**src/rtl/multicycle_controller_if.sv**
```systemverilog
// Control bundle between the multicycle controller and its datapath/memory.
// Handshake: mem_ready is sampled by the controller on the rising clock edge only while a memory state holds MemRead/MemWrite.
interface multicycle_controller_if;
  logic [5:0] opcode;
  logic [5:0] func;
  logic       zero;
  logic       mem_ready;

  logic       PCWrite;
  logic       PCWriteCond;
  logic       IorD;
  logic       MemRead;
  logic       MemWrite;
  logic       IRWrite;
  logic       RegWrite;
  logic [1:0] RegDst;
  logic [1:0] MemtoReg;
  logic [1:0] ALUSrcA;
  logic [1:0] ALUSrcB;
  logic [1:0] ALUop;
  logic [1:0] PCSource;

  logic [3:0] state;
  logic       instr_done;
  logic       illegal_op;

  modport slave (
    input  opcode, func, zero, mem_ready,
    output PCWrite, PCWriteCond, IorD, MemRead, MemWrite, IRWrite, RegWrite,
    output RegDst, MemtoReg, ALUSrcA, ALUSrcB, ALUop, PCSource,
    output state, instr_done, illegal_op
  );

  modport master (
    output opcode, func, zero, mem_ready,
    input  PCWrite, PCWriteCond, IorD, MemRead, MemWrite, IRWrite, RegWrite,
    input  RegDst, MemtoReg, ALUSrcA, ALUSrcB, ALUop, PCSource,
    input  state, instr_done, illegal_op
  );
endinterface

```
**src/rtl/multicycle_controller.sv**
```systemverilog
// Multicycle MIPS-subset control FSM: one state per instruction phase, Moore outputs
// plus mem_ready-qualified strobes in FETCH/MEM_WRITE.
module multicycle_controller (
  input  logic clock,
  input  logic reset,
  multicycle_controller_if.slave bus
);

  typedef enum logic [3:0] {
    S_FETCH     = 4'd0,
    S_DECODE    = 4'd1,
    S_MEM_ADDR  = 4'd2,
    S_MEM_READ  = 4'd3,
    S_MEM_WB    = 4'd4,
    S_MEM_WRITE = 4'd5,
    S_R_EXEC    = 4'd6,
    S_R_WB      = 4'd7,
    S_BRANCH    = 4'd8,
    S_JAL       = 4'd9,
    S_JR        = 4'd10,
    S_I_EXEC    = 4'd11,
    S_I_WB      = 4'd12,
    S_TRAP      = 4'd13
  } state_t;

  localparam logic [5:0] OP_RTYPE = 6'h00;
  localparam logic [5:0] OP_JAL   = 6'h03;
  localparam logic [5:0] OP_BEQ   = 6'h04;
  localparam logic [5:0] OP_ADDI  = 6'h08;
  localparam logic [5:0] OP_ANDI  = 6'h0C;
  localparam logic [5:0] OP_LW    = 6'h23;
  localparam logic [5:0] OP_SW    = 6'h2B;
  localparam logic [5:0] FN_SLL   = 6'h00;
  localparam logic [5:0] FN_JR    = 6'h08;

  state_t state_q;
  state_t state_d;

  logic       pc_write;
  logic       pc_write_cond;
  logic       iord;
  logic       mem_read;
  logic       mem_write;
  logic       ir_write;
  logic       reg_write;
  logic [1:0] reg_dst;
  logic [1:0] mem_to_reg;
  logic [1:0] alu_src_a;
  logic [1:0] alu_src_b;
  logic [1:0] alu_op;
  logic [1:0] pc_source;
  logic       done;
  logic       illegal;

  function automatic logic r_func_legal(input logic [5:0] f);
    return (f == 6'h20) || (f == 6'h24) || (f == 6'h27) || (f == 6'h2A) || (f == FN_SLL);
  endfunction

  always_ff @(posedge clock or posedge reset) begin
    if (reset) state_q <= S_FETCH;
    else       state_q <= state_d;
  end

  always_comb begin
    state_d       = state_q;
    pc_write      = 1'b0;
    pc_write_cond = 1'b0;
    iord          = 1'b0;
    mem_read      = 1'b0;
    mem_write     = 1'b0;
    ir_write      = 1'b0;
    reg_write     = 1'b0;
    reg_dst       = 2'd0;
    mem_to_reg    = 2'd0;
    alu_src_a     = 2'd0;
    alu_src_b     = 2'd0;
    alu_op        = 2'd0;
    pc_source     = 2'd0;
    done          = 1'b0;
    illegal       = 1'b0;

    case (state_q)
      S_FETCH: begin
        mem_read  = 1'b1;
        alu_src_b = 2'd1;
        if (bus.mem_ready) begin
          ir_write = 1'b1;
          pc_write = 1'b1;
          state_d  = S_DECODE;
        end
      end
      S_DECODE: begin
        // ALUOut latches PC+4 + (imm<<2) so BRANCH can use it as the target.
        alu_src_b = 2'd3;
        case (bus.opcode)
          OP_RTYPE: begin
            if (bus.func == FN_JR)           state_d = S_JR;
            else if (r_func_legal(bus.func)) state_d = S_R_EXEC;
            else                             state_d = S_TRAP;
          end
          OP_LW, OP_SW:     state_d = S_MEM_ADDR;
          OP_BEQ:           state_d = S_BRANCH;
          OP_JAL:           state_d = S_JAL;
          OP_ADDI, OP_ANDI: state_d = S_I_EXEC;
          default:          state_d = S_TRAP;
        endcase
      end
      S_MEM_ADDR: begin
        alu_src_a = 2'd1;
        alu_src_b = 2'd2;
        if (bus.opcode == OP_LW)      state_d = S_MEM_READ;
        else if (bus.opcode == OP_SW) state_d = S_MEM_WRITE;
        else                          state_d = S_TRAP;
      end
      S_MEM_READ: begin
        iord     = 1'b1;
        mem_read = 1'b1;
        if (bus.mem_ready) state_d = S_MEM_WB;
      end
      S_MEM_WB: begin
        mem_to_reg = 2'd1;
        reg_write  = 1'b1;
        done       = 1'b1;
        state_d    = S_FETCH;
      end
      S_MEM_WRITE: begin
        iord      = 1'b1;
        mem_write = 1'b1;
        if (bus.mem_ready) begin
          done    = 1'b1;
          state_d = S_FETCH;
        end
      end
      S_R_EXEC: begin
        alu_op    = 2'd2;
        alu_src_a = (bus.func == FN_SLL) ? 2'd2 : 2'd1;
        state_d   = S_R_WB;
      end
      S_R_WB: begin
        reg_dst   = 2'd1;
        reg_write = 1'b1;
        done      = 1'b1;
        state_d   = S_FETCH;
      end
      S_BRANCH: begin
        alu_src_a     = 2'd1;
        alu_op        = 2'd1;
        pc_write_cond = 1'b1;
        pc_source     = 2'd1;
        done          = 1'b1;
        state_d       = S_FETCH;
      end
      S_JAL: begin
        // PC was already incremented in FETCH, so MemtoReg=2 links PC+4.
        reg_dst    = 2'd2;
        mem_to_reg = 2'd2;
        reg_write  = 1'b1;
        pc_write   = 1'b1;
        pc_source  = 2'd2;
        done       = 1'b1;
        state_d    = S_FETCH;
      end
      S_JR: begin
        pc_write  = 1'b1;
        pc_source = 2'd3;
        done      = 1'b1;
        state_d   = S_FETCH;
      end
      S_I_EXEC: begin
        alu_src_a = 2'd1;
        alu_src_b = 2'd2;
        alu_op    = (bus.opcode == OP_ANDI) ? 2'd3 : 2'd0;
        state_d   = S_I_WB;
      end
      S_I_WB: begin
        reg_write = 1'b1;
        done      = 1'b1;
        state_d   = S_FETCH;
      end
      S_TRAP: begin
        illegal = 1'b1;
      end
      default: begin
        state_d = S_FETCH;
      end
    endcase
  end

  // Reset gates the decoded outputs so no strobe escapes while reset is held.
  assign bus.PCWrite     = reset ? 1'b0 : pc_write;
  assign bus.PCWriteCond = reset ? 1'b0 : pc_write_cond;
  assign bus.IorD        = reset ? 1'b0 : iord;
  assign bus.MemRead     = reset ? 1'b0 : mem_read;
  assign bus.MemWrite    = reset ? 1'b0 : mem_write;
  assign bus.IRWrite     = reset ? 1'b0 : ir_write;
  assign bus.RegWrite    = reset ? 1'b0 : reg_write;
  assign bus.RegDst      = reset ? 2'd0 : reg_dst;
  assign bus.MemtoReg    = reset ? 2'd0 : mem_to_reg;
  assign bus.ALUSrcA     = reset ? 2'd0 : alu_src_a;
  assign bus.ALUSrcB     = reset ? 2'd0 : alu_src_b;
  assign bus.ALUop       = reset ? 2'd0 : alu_op;
  assign bus.PCSource    = reset ? 2'd0 : pc_source;
  assign bus.instr_done  = reset ? 1'b0 : done;
  assign bus.illegal_op  = reset ? 1'b0 : illegal;
  assign bus.state       = state_q;

endmodule

```
**src/flat_wrapper.sv**
```systemverilog
// flat-port wrapper written by rule: the top's interface ports become plain ports
module multicycle_controller_flat 
  (clock, reset, bus_opcode, bus_func, bus_zero, bus_mem_ready, bus_PCWrite, bus_PCWriteCond, bus_IorD, bus_MemRead, bus_MemWrite, bus_IRWrite, bus_RegWrite, bus_RegDst, bus_MemtoReg, bus_ALUSrcA, bus_ALUSrcB, bus_ALUop, bus_PCSource, bus_state, bus_instr_done, bus_illegal_op);
  multicycle_controller_if bus_i ();
  input  logic clock;
  input  logic reset;
  input wire logic [$bits(bus_i.opcode)-1:0] bus_opcode;
  input wire logic [$bits(bus_i.func)-1:0] bus_func;
  input wire logic [$bits(bus_i.zero)-1:0] bus_zero;
  input wire logic [$bits(bus_i.mem_ready)-1:0] bus_mem_ready;
  output wire logic [$bits(bus_i.PCWrite)-1:0] bus_PCWrite;
  output wire logic [$bits(bus_i.PCWriteCond)-1:0] bus_PCWriteCond;
  output wire logic [$bits(bus_i.IorD)-1:0] bus_IorD;
  output wire logic [$bits(bus_i.MemRead)-1:0] bus_MemRead;
  output wire logic [$bits(bus_i.MemWrite)-1:0] bus_MemWrite;
  output wire logic [$bits(bus_i.IRWrite)-1:0] bus_IRWrite;
  output wire logic [$bits(bus_i.RegWrite)-1:0] bus_RegWrite;
  output wire logic [$bits(bus_i.RegDst)-1:0] bus_RegDst;
  output wire logic [$bits(bus_i.MemtoReg)-1:0] bus_MemtoReg;
  output wire logic [$bits(bus_i.ALUSrcA)-1:0] bus_ALUSrcA;
  output wire logic [$bits(bus_i.ALUSrcB)-1:0] bus_ALUSrcB;
  output wire logic [$bits(bus_i.ALUop)-1:0] bus_ALUop;
  output wire logic [$bits(bus_i.PCSource)-1:0] bus_PCSource;
  output wire logic [$bits(bus_i.state)-1:0] bus_state;
  output wire logic [$bits(bus_i.instr_done)-1:0] bus_instr_done;
  output wire logic [$bits(bus_i.illegal_op)-1:0] bus_illegal_op;
  assign bus_i.opcode = bus_opcode;
  assign bus_i.func = bus_func;
  assign bus_i.zero = bus_zero;
  assign bus_i.mem_ready = bus_mem_ready;
  assign bus_PCWrite = bus_i.PCWrite;
  assign bus_PCWriteCond = bus_i.PCWriteCond;
  assign bus_IorD = bus_i.IorD;
  assign bus_MemRead = bus_i.MemRead;
  assign bus_MemWrite = bus_i.MemWrite;
  assign bus_IRWrite = bus_i.IRWrite;
  assign bus_RegWrite = bus_i.RegWrite;
  assign bus_RegDst = bus_i.RegDst;
  assign bus_MemtoReg = bus_i.MemtoReg;
  assign bus_ALUSrcA = bus_i.ALUSrcA;
  assign bus_ALUSrcB = bus_i.ALUSrcB;
  assign bus_ALUop = bus_i.ALUop;
  assign bus_PCSource = bus_i.PCSource;
  assign bus_state = bus_i.state;
  assign bus_instr_done = bus_i.instr_done;
  assign bus_illegal_op = bus_i.illegal_op;
  multicycle_controller u_core (.clock(clock), .reset(reset), .bus(bus_i));
endmodule
```
**config.mk**
```make
export PLATFORM = sky130hd
export DESIGN_NAME = multicycle_controller_flat
export DESIGN_NICKNAME = d
export VERILOG_FILES = /design/src/rtl/multicycle_controller_if.sv /design/src/rtl/multicycle_controller.sv /design/src/flat_wrapper.sv
export SDC_FILE = /design/constraint.sdc
export NUM_CORES = 1
export LEC_CHECK = 0
export BUFFER_PORTS_ARGS = -buffer_cell sky130_fd_sc_hd__clkbuf_2
export CELL_PAD_IN_SITES_DETAIL_PLACEMENT = 0
export CELL_PAD_IN_SITES_GLOBAL_PLACEMENT = 1
export CORE_ASPECT_RATIO = 1.4
export CORE_MARGIN = 2
export CORE_UTILIZATION = 29
export CTS_CLUSTER_DIAMETER = 50
export CTS_CLUSTER_SIZE = 8
export DETAILED_ROUTE_END_ITERATION = 10
export PLACE_DENSITY_LB_ADDON = 0.1
export SLEW_MARGIN = 20
export SYNTH_ARGS = -nofsm -noshare
export SYNTH_HDL_FRONTEND = slang
export SYNTH_SLANG_ARGS = --single-unit
```
**constraint.sdc**
```tcl
create_clock -name clock -period 2 [get_ports clock]
set_input_delay 0.1 -clock clock [delete_from_list [all_inputs] [get_ports clock]]
set_output_delay 0.1 -clock clock [all_outputs]
set_load 0.01 [all_outputs]
```
==> metrics.yaml <==
status: "finished clean"
largest_reg_flops: 4
crit_type: "reg2out"
tns_ns: 0
cts_buffers: 3
cpPeakStageDelay_ns: 0.49
cp_slowest_cell: "dfrtp_1"
synth-edff-count: 0
crit_path_cell_trace: "nor2_1 > o21ai_0 > a21o_1 > a21oi_1 > clkbuf_2"
hpwl_mm: 1.99
seq_area_frac_synth_pct: 13.0
comb_power_share_pct: 68.9
min_delay_worst_endpoint: "u_core.bus.state[0]$_DFFE_PP0P_"
final_antenna_net_count: 0
groute.usage.overall_pct: 17.0
cts_tree: "built"
netlist_instances: 118
max_freq_mhz: 549
max_slew_margin_pct: 59.4
antenna_found_initial: 0
post_cts_buffers: 0
dieWidth_um: 47.5
synth_top_cell_by_area: "dfrtp_1"
synth_warnings: 0
num_vias: 1017
wl_per_cell_um: 12.6
rr_worst_depth: 5
power.density_mw_per_mm2: 871
synth_ff_type: "dfrtp_1"
drtIter0Drc: 18
drive_above_1_share_pct: 33.1
area_delta_synth_final_pct: 36.1
whs_ns: 0.305
cts_max_level: 1
clk_latency_ns: 0.23
max-cap-violations: 0
io_pins: 41
period_share_pct: 91.1
viasPerCell: 5.27
cp-start-kind: "register"
postSynthAreaPerCell_um2: 6.52
worstMarginPinSlew_ns: 0.609
rsz0062_at_grt: "false"
cts-root-buf: "clkbuf_4"
synth_nets: 134
hold_path_depth: 3
drc: 0
die_area_mm2: 0.00309
share_seq_of_total_power_pct: 20.7
synth.distinct_cells: 41
required_ns: 1.90
rrSetupSlack_ns: 0.43
clock-sinks: 4
firstDrtPassIters: 4
drv_slew: 0
antenna_cells: 0
core_area_mm2: 0.00256
ys_ff_latch: 4
clk_path_buf_depth: 2
clk_pin_slew_ns: 0.03
p_switching_uw: 469
grt_max_degree: 21
row_count: 22
r2r-start: "u_core.bus.state[3]$_DFFE_PP0P_"
n_fill_cell: 302
power_leakage_uw: 0.000484
hp-class: "in2reg"
gp_congestion: 0.727
wl_mm: 2.43
nNetsFinal: 175
intPower_uw: 442
yosys-top-cells-count: "13 x nor2_1, 12 x nor3_1, 11 x nand2_1, 8 x o21ai_0, 7 x inv_1"
r2r-end: "u_core.bus.state[1]$_DFFE_PP0P_"
hold_viol_final: 0
netlist_area_um2: 769
finalCriticalPeriod_ns: 1.82
first_global_vias: 912
start_util_pct: 30.1
p_clk_share_pct: 10.4
synth_area_leaders: "dfrtp_1 13%, nor3_1 7.8%, nor2_1 6.3%"
setup_violations: 0
arrival_ns: 1.72
grt_overflow: 0
post-synth-top-count-cell: "nor2_1"
io_buffers: 39
post-route-util_pct: 40.9
grt_pass1_wl_mm: 3.97
finClkSkew_ns: 0.00441
cp-end-kind: "output pin"
min_from: "bus_opcode[4]"
yosysTopAreaCellShare_pct: 13.0
vdd_drop_max_mv: 0.314
async_flop_share_pct: 100
fp.dieH_um: 65.0
switching_share_pct: 51.5
worst-path-max-fanout: 10
[power by group through the flow]
| stage | clock network, uW | logic (uW) | registers [uW] |
|---|---|---|---|
| 2_1_floorplan | 0 | 439 | 144 |
| 3_3_place_gp | 0 | 630 | 189 |
| 3_5_place_dp | 0 | 635 | 191 |
| 4_1_cts | 98.9 | 637 | 190 |
| 5_1_grt | 110 | 703 | 199 |
| 6_report | 95.1 | 628 | 189 |
[logic make-up (layout without fill, tap and decap cells)]
kind of cell / count (synthesis) / in the layout / share of synthesized area, %
compound gates: 35 / 35 / 34.5
xor+xnor: 3 / 3 / 3.42
mux: 1 / 1 / 1.30
buf+inv: 17 / 56 / 8.62
simple gates: 58 / 58 / 39.2
flops: 4 / 4 / 13.0
[metal layers]
metal | global-route usage (%) | share of wire, % | up-vias
met4 | 3.38 | 0.87 | 0
met5 | 0 | 0 | -
li1 | - | - | 525
met1 | 21.0 | 42 | 465
met3 | 1.95 | 3.6 | 2
met2 | 30.2 | 53 | 25
[how the worst max path moves through the flow]
stage                                    start                               to  slack (ns)  cells past startpoint
3_3_place_gp                       bus_func[1]  u_core.bus.state[2]$_DFFE_PP0P_        0.33                      5
2_1_floorplan  u_core.bus.state[2]$_DFFE_PP0P_                   bus_ALUSrcA[1]        0.42                      4
6_report       u_core.bus.state[0]$_DFFE_PP0P_                   bus_ALUSrcA[0]        0.18                      5
4_1_cts        u_core.bus.state[0]$_DFFE_PP0P_                   bus_ALUSrcA[0]        0.16                      5
3_5_place_dp                       bus_func[1]  u_core.bus.state[2]$_DFFE_PP0P_        0.32                      5
5_1_grt        u_core.bus.state[0]$_DFFE_PP0P_                   bus_ALUSrcA[0]       0.003                      5
[metrics by stage]
step | area (um^2) | power (uW) | std cells | setup slack, ns
finish | 1050 | 912 | 193 | 0.177
global placement | 1010 | 819 | 189 | 0.329
CTS | 1050 | 926 | 193 | 0.157
floorplan | 769 | 583 | 118 | 0.418
detailed placement | 1010 | 825 | 189 | 0.323
global route | 1050 | 1010 | 193 | 0.00325
[cells in the final DEF, fill, tap and decap left out, types with 2 or more instances in the layout]
| master | n |
|---|---|
| nor3_1 | 12 |
| dfrtp_1 | 4 |
| buf_4 | 6 |
| o21ai_0 | 8 |
| and3_1 | 2 |
| clkbuf_4 | 3 |
| nor4_1 | 4 |
| o311ai_1 | 2 |
| a21oi_1 | 6 |
| a21o_1 | 2 |
| a22oi_1 | 2 |
| nand4b_1 | 2 |
| inv_1 | 7 |
| nand2_1 | 11 |
| o211ai_1 | 4 |
| or4_1 | 2 |
| nor2_1 | 13 |
| xor2_1 | 2 |
| or2_2 | 2 |
| nand3_1 | 3 |
| clkbuf_2 | 39 |
[layout make-up]
cell class	instances	area (um^2)	share of cell area [%]
inverter	7	26.3	2.51
tap	36	45.0	4.30
timing repair buffer	46	250	23.9
sequential	4	100	9.56
multi-input combinational	97	603	57.6
clock buffer	3	22.5	2.15
[what timing repair did]
action	4_1_cts	5_1_grt
gates resized for setup	0	0
hold buffers	1	0
endpoints found under the hold margin	4	0
[critical path, delay by kind of cell (launching register included)]
kind / cells / cell delay, ns
flip-flops: 1 / 0.49
AND/OR/NAND/NOR: 1 / 0.33
buffers and inverters: 1 / 0.15
AO/OA/AOI/OAI: 3 / 0.53
Power figures use the tool's default switching activity.
